==> src/rtl/writeback_unit.sv <==
// RV32I writeback stage: merges single-cycle ALU results with one outstanding load into a registered RF write port.
// Latency: ALU result 1 cycle after handshake. Load data 1 cycle after mem_rvalid. A returning load stalls the ALU for one cycle.
module writeback_unit (
    input  logic        clk,
    input  logic        rst,
    input  logic        alu_valid,
    output logic        alu_ready,
    input  logic [4:0]  alu_rd,
    input  logic [31:0] alu_result,
    input  logic        ld_req_valid,
    output logic        ld_req_ready,
    input  logic [4:0]  ld_rd,
    input  logic [2:0]  ld_funct3,
    input  logic [1:0]  ld_addr_lo,
    input  logic        mem_rvalid,
    input  logic [31:0] mem_rdata,
    output logic        ld_busy,
    output logic [4:0]  ld_busy_rd,
    output logic        rf_we,
    output logic [4:0]  rf_waddr,
    output logic [31:0] rf_wdata
);

    typedef enum logic [1:0] {
        IDLE     = 2'd0,
        WAIT_MEM = 2'd1,
        LD_WB    = 2'd2
    } state_t;

    state_t      state_q, state_d;
    logic [4:0]  ld_rd_q, ld_rd_d;
    logic [2:0]  ld_f3_q, ld_f3_d;
    logic [1:0]  ld_lo_q, ld_lo_d;
    logic        rf_we_q, rf_we_d;
    logic [4:0]  rf_waddr_q, rf_waddr_d;
    logic [31:0] rf_wdata_q, rf_wdata_d;

    logic        alu_fire;
    logic        ld_capture;
    logic [7:0]  byte_sel;
    logic [15:0] half_sel;
    logic [31:0] ld_data;

    assign ld_capture = (state_q == WAIT_MEM) && mem_rvalid;
    assign alu_ready  = !ld_capture;
    assign alu_fire   = alu_valid && alu_ready;

    assign ld_req_ready = (state_q == IDLE);
    assign ld_busy      = (state_q != IDLE);
    assign ld_busy_rd   = ld_busy ? ld_rd_q : 5'd0;

    assign rf_we    = rf_we_q;
    assign rf_waddr = rf_waddr_q;
    assign rf_wdata = rf_wdata_q;

    // Halfword select ignores addr bit 0; misaligned halfwords are not trapped here.
    always_comb begin
        byte_sel = 8'h00;
        case (ld_lo_q)
            2'd0: byte_sel = mem_rdata[7:0];
            2'd1: byte_sel = mem_rdata[15:8];
            2'd2: byte_sel = mem_rdata[23:16];
            2'd3: byte_sel = mem_rdata[31:24];
            default: byte_sel = 8'h00;
        endcase
        half_sel = ld_lo_q[1] ? mem_rdata[31:16] : mem_rdata[15:0];

        ld_data = mem_rdata;
        case (ld_f3_q)
            3'b000:  ld_data = {{24{byte_sel[7]}}, byte_sel};
            3'b001:  ld_data = {{16{half_sel[15]}}, half_sel};
            3'b100:  ld_data = {24'h000000, byte_sel};
            3'b101:  ld_data = {16'h0000, half_sel};
            default: ld_data = mem_rdata;
        endcase
    end

    always_comb begin
        state_d    = state_q;
        ld_rd_d    = ld_rd_q;
        ld_f3_d    = ld_f3_q;
        ld_lo_d    = ld_lo_q;
        rf_we_d    = 1'b0;
        rf_waddr_d = rf_waddr_q;
        rf_wdata_d = rf_wdata_q;

        case (state_q)
            IDLE: begin
                if (ld_req_valid) begin
                    ld_rd_d = ld_rd;
                    ld_f3_d = ld_funct3;
                    ld_lo_d = ld_addr_lo;
                    state_d = WAIT_MEM;
                end
            end
            WAIT_MEM: begin
                if (mem_rvalid) begin
                    rf_we_d    = (ld_rd_q != 5'd0);
                    rf_waddr_d = ld_rd_q;
                    rf_wdata_d = ld_data;
                    state_d    = LD_WB;
                end
            end
            LD_WB:   state_d = IDLE;
            default: state_d = IDLE;
        endcase

        // alu_ready is low whenever a load is captured, so these never collide.
        if (alu_fire) begin
            rf_we_d    = (alu_rd != 5'd0);
            rf_waddr_d = alu_rd;
            rf_wdata_d = alu_result;
        end
    end

    always_ff @(posedge clk) begin
        if (rst) begin
            state_q    <= IDLE;
            ld_rd_q    <= 5'd0;
            ld_f3_q    <= 3'd0;
            ld_lo_q    <= 2'd0;
            rf_we_q    <= 1'b0;
            rf_waddr_q <= 5'd0;
            rf_wdata_q <= 32'd0;
        end else begin
            state_q    <= state_d;
            ld_rd_q    <= ld_rd_d;
            ld_f3_q    <= ld_f3_d;
            ld_lo_q    <= ld_lo_d;
            rf_we_q    <= rf_we_d;
            rf_waddr_q <= rf_waddr_d;
            rf_wdata_q <= rf_wdata_d;
        end
    end

endmodule

==> config.mk <==
export PLATFORM = sky130hd
export DESIGN_NAME = writeback_unit
export DESIGN_NICKNAME = d
export VERILOG_FILES = /design/src/rtl/writeback_unit.sv
export SDC_FILE = /design/constraint.sdc
export NUM_CORES = 1
export LEC_CHECK = 0
export ABC_AREA = 0
export BUFFER_PORTS_ARGS = -buffer_cell sky130_fd_sc_hd__buf_4
export CAP_MARGIN = 20
export CELL_PAD_IN_SITES_DETAIL_PLACEMENT = 0
export CELL_PAD_IN_SITES_GLOBAL_PLACEMENT = 1
export CORE_MARGIN = 2
export CORE_UTILIZATION = 35
export CTS_CLUSTER_DIAMETER = 30
export DETAILED_ROUTE_END_ITERATION = 12
export PLACE_DENSITY = 0.91
export SYNTH_ARGS = -nofsm -noshare
export SYNTH_HDL_FRONTEND = slang
export SYNTH_SLANG_ARGS = --single-unit
==> constraint.sdc <==
create_clock -name clk -period 3.1 [get_ports clk]
set_clock_uncertainty 0.1 [all_clocks]
set_input_delay 0.31 -clock clk [delete_from_list [all_inputs] [get_ports clk]]
set_output_delay 0.31 -clock clk [all_outputs]
set_load 0.01 [all_outputs]
# Word level (Yosys, flattened, before mapping)
# Index checks and enable logic that the tools add are counted.
[classes]
n_mux = 16
n_eq_ne = 9
n_reduce_logical = 14
[ops]
columns = ["cell", "count"]
rows = [
  ["$pmux W32 S4", 1],
  ["$mux W32", 3],
  ["$pmux W8 S4", 1],
  ["$mux W5", 4],
  ["$mux W16", 1],
  ["$reduce_bool A5 Y1", 2],
  ["$eq A3 B3 Y1 const B", 2],
  ["$reduce_and A2 Y1", 3],
  ["$reduce_bool A2 Y1", 3],
  ["$eq A2 B1 Y1 const B", 2],
  ["$eq A2 B2 Y1 const B", 2],
  ["$logic_not A2 Y1", 2],
  ["$mux W2", 2],
  ["$ne A2 B2 Y1 const B", 2],
  ["$pmux W2 S2", 1],
  ["$eq A3 B1 Y1 const B", 1],
  ["$logic_not A3 Y1", 1],
  ["$mux W1", 3],
  ["$logic_and A1 B1 Y1", 2],
  ["$logic_not A1 Y1", 1],
]
[word_totals]
inputBits = 84
word_cells = 46
ff_bits = 50
output_inout_bits = 46

# Longest topological paths before layout
# Gate-level depths: netlist of run 1.
[depth]
depth_word = 6
ltp_mapped = 7
mapped_depth_nobuf = 6

# Least setup slack after synthesis of run 1
# OpenSTA, ideal clock, no wires.
[synth_timing]
kind = "flip-flop to flip-flop"
startpoint = "register ld_lo_q[1]"
endpoint = "register rf_wdata_q[22] (netlist: rf_wdata[22])"
required_time_ns = 2.859
slack_ns = 1.560
t_arrival_ns = 1.299
synth_period_minus_slack_ns = 1.540
path_stages_with_launch = 7
n_path_buf = 2
setup_time_ns = 0.141
path_cell_list = "dfxtp_1 > buf_6 > mux2i_2 > mux2i_1 > a21oi_2 > buf_6 > a221oi_1"
[synth_between]
elab_chain_len = 6
word_cells_on_any_way = 10
cone_classes = "eq/ne: 3; mux: 6; reduce/logical: 1"
[synth_rtl]
columns = ["item", "line", "rtl"]
rows = [
  ["from (decl)", "33", "logic [1:0] ld_lo_q, ld_lo_d;"],
  ["from (signal assigned)", "129", "ld_lo_q <= ld_lo_d;"],
  ["$eq A2 B2 Y1, or another cell as far along", "59", "case (ld_lo_q)"],
  ["$pmux W8 S4", "59", ""],
  ["$pmux W32 S4 *", "69", "case (ld_f3_q)"],
  ["$mux W32 *", "97", "if (mem_rvalid) begin"],
  ["$mux W32 *", "87", "case (state_q)"],
  ["$mux W32 *", "109", "if (alu_fire) begin"],
  ["to (signal assigned)", "132", "rf_wdata_q <= rf_wdata_d;"],
  ["to (decl)", "36", "logic [31:0] rf_wdata_q, rf_wdata_d;"],
]
# Mark *: on every way between the ends. The rest lies on a longest branch, timed or not. The select of a mux whose other input is x is not followed.
# A chain may end at the register's enable or synchronous reset.

# Final worst setup path of run 1
[layout_timing]
startpoint = "register ld_lo_q[1]"
endpoint = "register rf_wdata_q[16] (netlist: rf_wdata[16])"
# Same word-level chain as after synthesis.

==> impl_metrics.env, run 1 <==
export IMPL_clk_path_buf_depth=2
export IMPL_clk_latency_ns=0.31
export IMPL_ys_top_cells_by_area="dfxtp_1 38%, mux2i_1 16%, a221oi_1 10%, nand2_1 5.7%, a21oi_1 4.2%"
export IMPL_power_frac_seq_pct=48.0
export IMPL_reg2reg_depth=4
export IMPL_placed_area_um2=3583
export IMPL_die_x_um=90.44
export IMPL_start_util_pct=36.05
export IMPL_p_comb_share_pct=26.1
export IMPL_post_cts_resized=0
export IMPL_globalplace_congestion=0.8175
export IMPL_yosysWarnings=0
export IMPL_crit_chain="mux2i_1, mux2i_1, a21oi_2, a221oi_1"
export IMPL_antenna_found_initial=0
export IMPL_postLayoutCellArea_um2=3679
export IMPL_end_kind="register"
export IMPL_drc_errors=0
export IMPL_cts_setup_buffers=0
export IMPL_intPower_mw=1.094
export IMPL_cp_slowest_cell="dfxtp_1"
export IMPL_min_path_cells=3
export IMPL_worst_pin_slew_ns=0.7531
export IMPL_synth_largest_area_cell="dfxtp_1"
export IMPL_grt_max_degree=51
export IMPL_grt_pass1_vias=2555
export IMPL_worstPathArrival_ns=2.38
export IMPL_syn_area_um2=2615
export IMPL_nets=482
export IMPL_fmax_ghz=0.4293
export IMPL_outcome="complete, no violations"
export IMPL_path_class="register to register"
export IMPL_cts_sinks=50
export IMPL_num_vias=2585
export IMPL_via_per_inst=5.191
export IMPL_setup_viol=0
export IMPL_min_delay_path_class="primary input to register"
export IMPL_r2r_start="ld_lo_q[1]"
export IMPL_cp_slowest_stage_delay_ns=0.79
export IMPL_ant_nets=0
export IMPL_yosysSeqAreaShare_pct=38.28
export IMPL_r2r_setup_slack_ns=0.77
export IMPL_tritoncts="yes"
export IMPL_timing_rr_end="rf_wdata[16]"
export IMPL_hold_start="ld_rd[4]"
export IMPL_drt_total_wl_um=8049
export IMPL_setup_worst_path_start="ld_lo_q[1]"
export IMPL_slew_violations=0
export IMPL_power_leakage_nw=1.636
export IMPL_grt_overflow_total=0
export IMPL_drive_above_1_share_pct=37.59
export IMPL_ys_ff_latch=50
export IMPL_period_share_pct=75.14
export IMPL_cap_violations=0
export IMPL_netSwitchingPower_uw=450.3
export IMPL_crit_path_max_fanout=19
export IMPL_yosys_top_cells_count="50 x dfxtp_1, 41 x mux2i_1, 40 x nand2_1"
export IMPL_synth_cell_type_count=36
export IMPL_place_hpwl_um=6057
export IMPL_async_flop_share_pct=0
export IMPL_cts_root_buffer="clkbuf_8"
export IMPL_worst_setup_path_start_kind="register"
export IMPL_critPathCapture="rf_wdata[16]"
export IMPL_numCtsBuffers=5
export IMPL_fin_total_pwr_mw=1.545
export IMPL_cts_max_level=2
export IMPL_pwr_share_clk_pct=25.9
export IMPL_io_buffers=129
export IMPL_hold_viol=0
export IMPL_fin_crit_ns=2.329
export IMPL_wl_per_cell_um=16.16
export IMPL_utilization_pct=50.72
export IMPL_synth_cells=286
export IMPL_path_common_cell="mux2i_1"
export IMPL_synth_top_cell_area_share_pct=38.28
export IMPL_rows=31
export IMPL_synth_most_common_cell="dfxtp_1"
export IMPL_crit_required_ns=3.15
export IMPL_grt_pass1_wl_um=12990
export IMPL_cts_clk_slew_worst_paths_ns=0.10
export IMPL_dieHeight_um=90.44
export IMPL_ir_worst_vdd_v=0.0001582
export IMPL_synthFlopType="dfxtp_1"
export IMPL_io_pins=130
export IMPL_power_density_nw_per_um2=419.9
export IMPL_grt_usage_pct=19.46
export IMPL_rsz0062_at_grt="no"
export IMPL_hold_buffers=0
export IMPL_synth_edf_count=0
export IMPL_syn_nets=370
export IMPL_dieArea_um2=8178
export IMPL_core_area_um2=7253
export IMPL_drtPass1Iterations=4
export IMPL_syn_area_per_cell_um2=9.143
export IMPL_syn_to_final_growth_pct=40.67
export IMPL_first_iter_violations=164
export IMPL_p_sw_share_pct=29.15
export IMPL_diodes=0
export IMPL_tns_ns=0
export IMPL_slew_headroom_pct=49.79
[registers in the layout, summed over array words and instances (netlist names)]
| name | cells |
|---|---|
| rf_waddr | 5 |
| rf_wdata | 32 |
| rf_we | 1 |
| state_q | 2 |
| ld_f3_q | 3 |
| ld_lo_q | 2 |
| ld_rd_q | 5 |
[final cells by class]
| cell class | instances | area [µm²] |
|---|---|---|
| clock buffers | 6 | 82.58 |
| clock inverters | 2 | 12.51 |
| fillers | 707 | 3575 |
| inverters | 3 | 11.26 |
| multi-input cells | 207 | 1464 |
| flip-flops and latches | 50 | 1001 |
| well taps | 99 | 123.9 |
| repair buffers | 131 | 983.4 |
[power groups by stage]
stage	Sequential, mW	Clock, mW	Combinational, mW
after floorplan	0.761	0	0.200
after global placement	0.754	0	0.399
after detailed placement	0.757	0	0.405
after CTS	0.742	0.416	0.406
after global routing	0.750	0.435	0.440
final	0.742	0.400	0.403
[cells by family after synthesis]
group | synth area share (%)
AO/OA/AOI/OAI | 24.31
buffers and inverters | 5.741
flip-flops | 38.28
multiplexers | 17.51
AND/OR/NAND/NOR | 14.16
[how the worst min path moves through the flow]
stage	slack [ns]	endpoint
after global placement	0.38	ld_f3_q[2]
after global routing	0.12	ld_rd_q[2]
after detailed placement	0.38	ld_f3_q[2]
final	0.14	ld_rd_q[4]
after CTS	0.13	ld_rd_q[2]
after floorplan	0.35	ld_f3_q[2]
[stage by stage]
stage | hold WS (ns) | setup slack, ns | cells
floorplan | 0.3460 | 1.560 | 286
global placement | 0.3779 | 0.9280 | 490
detailed placement | 0.3790 | 0.8214 | 490
CTS | 0.1313 | 0.8077 | 498
global route | 0.1220 | 0.5300 | 498
finish | 0.1413 | 0.7708 | 498
[cells in the final DEF (no fill, tap or decap), types with 5 or more instances in the layout]
cell type,instances
nor2_1,8
buf_4,131
dfxtp_1,50
o21ai_0,5
nand2_1,40
nor2b_1,9
o32ai_1,6
a21oi_1,22
a221oi_1,30
mux2i_1,41
clkbuf_8,6
a211oi_1,10
[per-layer routing]
metal  routed length [µm]  up-vias  GRT usage (%)
met2                 3944       83          32.52
li1                     -     1301              -
met3                  470       12          5.092
met4                  124        0          5.769
met1                 3509     1189          24.69
met5                    0        -              0
[critical path, delay by kind of cell, from the launching register on]
family	cells	cell delay, ns
mux	2	0.51
flops	1	0.79
compound gates	2	0.78
No activity file was read; power rests on OpenSTA's default activity.
==> run 2, diff against run 1 <==
- ABC_AREA: 0 -> 1
- CORE_UTILIZATION: 35 -> 28
- PLACE_DENSITY: 0.91 -> 0.83
- clock period: 3.1 -> 1.95 ns (I/O delays scaled with it)
==> run 2 against run 1 <==
Final cell count is 40% higher. Clock power is 90% higher. Wire length up 18%. Sequential cell count is the same. Die area grew 32%. Count of clock-buffer cells in the layout shrank 1. Critical path depth increased by 5. Synthesized cell count grew 55%. Power increased by 78%.
==> impl_metrics.env, run 2 <==
export IMPL_fmax_ghz=0.5921
export IMPL_yosys_top_cells_count="126 x nand2_1, 61 x o21ai_0, 50 x dfxtp_1"
export IMPL_antenna_found_initial=0
export IMPL_holdWs_ns=0.03388
export IMPL_drtPass1Iterations=4
export IMPL_pwr_share_clk_pct=27.7
export IMPL_synth_cells=444
export IMPL_outcome="complete, no violations"
export IMPL_power_density_nw_per_um2=689.9
export IMPL_r2r_setup_slack_ns=0.26
export IMPL_period_share_pct=86.60
export IMPL_cts_max_level=2
export IMPL_p_comb_share_pct=29.8
export IMPL_syn_area_per_cell_um2=6.287
export IMPL_rsz0062_at_grt="no"
export IMPL_reg2reg_depth=9
export IMPL_pre_cts_ws_ns=0.3009
export IMPL_synthFlopType="dfxtp_1"
export IMPL_drive_above_1_share_pct=29.56
export IMPL_largest_reg_flops=32
export IMPL_setup_worst_path_start="ld_lo_q[1]"
export IMPL_final_cell_mix="140 x buf_4, 126 x nand2_1, 61 x o21ai_0, 50 x dfxtp_1, 41 x a21oi_1"
export IMPL_rows=36
export IMPL_setup_viol=0
export IMPL_cp_slowest_stage_delay_ns=0.41
export IMPL_synth_top_cell_area_share_pct=35.86
export IMPL_nets=648
export IMPL_cap_violations=0
export IMPL_clk_latency_ns=0.30
export IMPL_r2r_start="ld_lo_q[1]"
export IMPL_clk_path_buf_depth=2
export IMPL_crit_path_max_fanout=17
export IMPL_place_hpwl_um=7599
export IMPL_synth_cell_type_count=26
export IMPL_start_util_pct=28.69
export IMPL_core_area_um2=9729
export IMPL_timing_rr_end="rf_wdata[29]"
export IMPL_ir_worst_vdd_v=0.0003300
export IMPL_io_buffers=129
export IMPL_tritoncts="yes"
export IMPL_intPower_mw=1.875
export IMPL_slew_headroom_pct=64.07
export IMPL_ys_ff_latch=50
export IMPL_via_per_inst=4.519
export IMPL_grt_usage_pct=17.54
export IMPL_critPathCapture="rf_wdata[29]"
export IMPL_io_pins=130
export IMPL_worst_setup_path_start_kind="register"
export IMPL_fin_total_pwr_mw=2.752
export IMPL_ant_nets=0
export IMPL_cp_slowest_cell="dfxtp_1"
export IMPL_cts_root_buffer="clkbuf_8"
export IMPL_worst_pin_slew_ns=0.5376
export IMPL_diodes=0
export IMPL_drt_total_wl_um=9463
export IMPL_hold_viol=0
export IMPL_fill_cells=1047
export IMPL_mostFrequentLayoutCell="buf_4"
export IMPL_syn_nets=528
export IMPL_numCtsBuffers=5
export IMPL_dieHeight_um=103.8
export IMPL_post_cts_resized=0
export IMPL_hold_buffers=0
export IMPL_dieArea_um2=10780
export IMPL_die_x_um=103.8
export IMPL_crit_chain="inv_2, nand2_1, nand2_1, nand2_1, nand4_1, buf_4, nand3_1, nand2_1, a21oi_1"
export IMPL_min_delay_path_class="primary input to register"
export IMPL_cts_sinks=50
export IMPL_synth_edf_count=0
export IMPL_netSwitchingPower_uw=876.9
export IMPL_p_sw_share_pct=31.87
export IMPL_grt_overflow_total=0
export IMPL_syn_area_um2=2791
export IMPL_crit_required_ns=2.09
export IMPL_path_class="register to register"
export IMPL_cts_setup_buffers=0
export IMPL_synth_largest_area_cell="dfxtp_1"
export IMPL_ys_top_cells_by_area="dfxtp_1 36%, nand2_1 17%, o21ai_0 11%, a21oi_1 7.4%, nor2_1 5.2%"
export IMPL_drc_errors=0
export IMPL_num_vias=3154
export IMPL_power_leakage_nw=2.064
export IMPL_grt_pass1_vias=3122
export IMPL_grt_max_degree=28
export IMPL_grt_pass1_wl_um=15450
export IMPL_globalplace_congestion=0.8693
export IMPL_syn_to_final_growth_pct=42.90
export IMPL_yosysSeqAreaShare_pct=35.86
export IMPL_layout_cells_non_filler=698
export IMPL_cts_clk_slew_worst_paths_ns=0.10
export IMPL_yosysWarnings=0
export IMPL_path_common_cell="nand2_1"
export IMPL_postLayoutSetupSlackWorst_ns=0.2612
export IMPL_async_flop_share_pct=0
export IMPL_tns_ns=0
export IMPL_wl_per_cell_um=13.56
export IMPL_end_kind="register"
export IMPL_power_frac_seq_pct=42.5
export IMPL_first_iter_violations=167
export IMPL_worstPathArrival_ns=1.83
export IMPL_slew_violations=0
export IMPL_fin_crit_ns=1.689
export IMPL_dpl_cell_count=690
export IMPL_synth_most_common_cell="nand2_1"
run 2: cell types whose count changed after synthesis, moves of 19 or more:
cell,before,now
nand2_1,40,126
nor2_1,8,39
a21oi_1,22,41
a221oi_1,30,0
o21ai_0,5,61
nand3_1,0,23
mux2i_1,41,0
inv_1,2,38
run 2: through the flow:
step                      area, µm²  util, %
final                          3989    41.00
after global routing           3989    41.00
after CTS                      3989    41.00
after detailed placement       3876    39.84
after global placement         3876    39.84
after floorplan                2791        -
run 2: kinds of logic after synthesis:
| family | count (synthesis) | synth area share [%] |
|---|---|---|
| compound gates | 118 | 22.55 |
| flops | 50 | 35.86 |
| simple gates | 206 | 31.06 |
| buf+inv | 70 | 10.53 |
run 2: area by class of cell:
class | instances | area [µm²] | area share (%)
well taps | 133 | 166.4 | 4.172
repair buffers | 140 | 1051 | 26.35
clock buffers | 5 | 68.82 | 1.725
inverters | 43 | 161.4 | 4.046
clock inverters | 3 | 43.79 | 1.098
multi-input cells | 324 | 1496 | 37.52
flip-flops and latches | 50 | 1001 | 25.09
run 2: worst max-delay path: cells and delay by family (launching register included):
kind,cells,cell delay (ns)
flip-flops,1,0.41
AO/OA/AOI/OAI,1,0.13
buffers and inverters,2,0.41
AND/OR/NAND/NOR,6,0.57
run 2: power groups by stage:
stage                     logic (mW)  clock network, mW  registers [mW]
after global placement         0.818                  0            1.19
after floorplan                0.422                  0            1.21
after detailed placement       0.827                  0            1.19
final                          0.821              0.761            1.17
after CTS                      0.829              0.780            1.17
after global routing           0.927              0.820            1.18
run 2: how the worst min path moves through the flow:
stage | endpoint | startpoint | slack, ns | depth (start not counted)
2_1_floorplan | rf_waddr[4] | alu_rd[4] | 0.25 | 2
3_3_place_gp | rf_wdata[10] | rf_wdata[10] | 0.36 | 2
3_5_place_dp | rf_wdata[10] | rf_wdata[10] | 0.36 | 2
4_1_cts | rf_wdata[10] | rst | 0.03 | 2
5_1_grt | rf_waddr[4] | rst | 0.04 | 2
6_report | rf_wdata[10] | rst | 0.03 | 2
run 2: layer usage:
layer	GRT usage, %	up-vias	wire [µm]
met5	0	-	0
met4	4.247	0	117
met3	4.216	10	604
met2	29.84	94	4542
met1	22.33	1380	4198
li1	-	1670	-
==> run 3, diff against run 2 <==
- BUFFER_PORTS_ARGS: -buffer_cell sky130_fd_sc_hd__buf_4 -> unset
- CORE_UTILIZATION: 28 -> 37
- DONT_BUFFER_PORTS: unset -> 1
- PLACE_DENSITY: 0.83 -> 0.8
==> run 3 against run 2 <==
Utilization grew 1.3 points. Sequential cell count is the same. Power is 15% lower. Clock power shrank 24%. Combinational power shrank 33%. Non-clock buffer count fell by 115. Hold slack lost 0.029 ns. Via count shrank 11%. First-iteration DRC count fell by 28%. Die area fell by 23%. Critical path depth shrank 1. Largest cell class unchanged.
==> impl_metrics.env, run 3 (synthesis gave the netlist of run 2 again) <==
export IMPL_setup_viol=0
export IMPL_final_cell_mix="126 x nand2_1, 61 x o21ai_0, 50 x dfxtp_1, 41 x a21oi_1, 39 x nor2_1"
export IMPL_grt_pass1_wl_um=13880
export IMPL_layout_cells_non_filler=548
export IMPL_cts_max_level=2
export IMPL_fin_crit_ns=1.733
export IMPL_timing_rr_end="rf_wdata[14]"
export IMPL_io_pins=130
export IMPL_hold_start="alu_result[24]"
export IMPL_slew_violations=0
export IMPL_largest_reg_flops=32
export IMPL_dpl_cell_count=528
export IMPL_cts_sinks=50
export IMPL_hold_buffers=13
export IMPL_antenna_found_initial=0
export IMPL_postLayoutSetupSlackWorst_ns=0.2168
export IMPL_outcome="complete, no violations"
export IMPL_fin_total_pwr_mw=2.331
export IMPL_rows=31
export IMPL_fmax_ghz=0.5770
export IMPL_r2r_setup_slack_ns=0.22
export IMPL_ant_nets=0
export IMPL_r2r_start="ld_lo_q[1]"
export IMPL_power_leakage_nw=1.472
export IMPL_nets=533
export IMPL_drt_total_wl_um=8474
export IMPL_start_util_pct=38.28
export IMPL_grt_pass1_vias=2773
export IMPL_worst_pin_slew_ns=0.5780
export IMPL_cts_root_buffer="clkbuf_8"
export IMPL_path_class="register to register"
export IMPL_slew_headroom_pct=61.38
export IMPL_grt_overflow_total=0
export IMPL_rsz0062_at_grt="no"
export IMPL_holdWs_ns=0.005133
export IMPL_worst_setup_path_start_kind="register"
export IMPL_diodes=0
export IMPL_pre_cts_ws_ns=0.2491
export IMPL_wl_per_cell_um=15.46
export IMPL_first_iter_violations=121
export IMPL_tns_ns=0
export IMPL_cts_clk_slew_worst_paths_ns=0.09
export IMPL_clk_path_buf_depth=2
export IMPL_numCtsBuffers=5
export IMPL_die_x_um=90.86
export IMPL_min_delay_path_class="primary input to register"
export IMPL_min_to="rf_wdata[24]"
export IMPL_power_density_nw_per_um2=756.5
export IMPL_postLayoutCellArea_um2=3082
export IMPL_grt_usage_pct=20.70
export IMPL_reg2reg_depth=8
export IMPL_drc_errors=0
export IMPL_num_vias=2806
export IMPL_post_cts_resized=0
export IMPL_cap_violations=0
export IMPL_place_hpwl_um=6471
export IMPL_cts_setup_buffers=0
export IMPL_via_per_inst=5.120
export IMPL_drive_above_1_share_pct=8.463
export IMPL_dieArea_um2=8256
export IMPL_clk_latency_ns=0.30
export IMPL_crit_required_ns=2.08
export IMPL_globalplace_congestion=0.8240
export IMPL_crit_path_max_fanout=12
export IMPL_ir_worst_vdd_v=0.0002693
export IMPL_min_path_cells=2
export IMPL_io_buffers=0
export IMPL_syn_to_final_growth_pct=10.40
export IMPL_mostFrequentLayoutCell="nand2_1"
export IMPL_drtPass1Iterations=4
export IMPL_placed_area_um2=2873
export IMPL_grt_max_degree=28
export IMPL_end_kind="register"
export IMPL_worstPathArrival_ns=1.87
export IMPL_hold_viol=0
export IMPL_core_area_um2=7292
export IMPL_period_share_pct=88.88
export IMPL_utilization_pct=42.26
export IMPL_dieHeight_um=90.86
export IMPL_tritoncts="yes"
[run 3: cell count changes in the layout (fill, tap and decap cells not counted)]
cell           delta
dlygate4sd3_1    +13
buf_4           -128
bufinv_16         -1
clkinv_2          +1
inv_6             -1
[run 3: worst max-delay path, stage by stage, from the launching register on]
cell	delay, ns
dfxtp_1	0.38
buf_4	0.19
nand2_1	0.09
nand3_1	0.11
nand4_1	0.28
buf_4	0.27
nand2_1	0.06
nand2_1	0.06
a21oi_1	0.13
[run 3: area by class of cell]
| class | count | area (µm²) |
|---|---|---|
| multi-input combinational | 324 | 1496 |
| fill | 824 | 4210 |
| tap | 99 | 123.9 |
| inverter | 43 | 161.4 |
| sequential | 50 | 1001 |
| timing repair buffer | 25 | 220.2 |
| clock inverter | 2 | 10.01 |
| clock buffer | 5 | 68.82 |
[run 3: per-layer routing]
| layer | wire length, µm | global-route usage [%] |
|---|---|---|
| met2 | 3980 | 33.96 |
| met5 | 0 | 0 |
| met1 | 3727 | 26.14 |
| met3 | 662 | 6.928 |
| met4 | 104 | 5.303 |
[run 3: how the worst max path moves through the flow]
stage,startpoint,endpoint,slack [ns],depth (start not counted)
detailed placement,ld_lo_q[1],rf_wdata[20],0.25,8
floorplan,state_q[0],rf_wdata[28],0.63,10
finish,ld_lo_q[1],rf_wdata[14],0.22,8
CTS,ld_lo_q[1],rf_wdata[20],0.22,8
global placement,state_q[1],rf_wdata[16],0.34,7
global route,ld_lo_q[1],rf_wdata[14],0.003,8
[run 3: power by group]
group          switching (mW)  internal (mW)
sequential             0.0929           1.11
clock                   0.334          0.242
combinational           0.347          0.201
total                   0.774           1.56
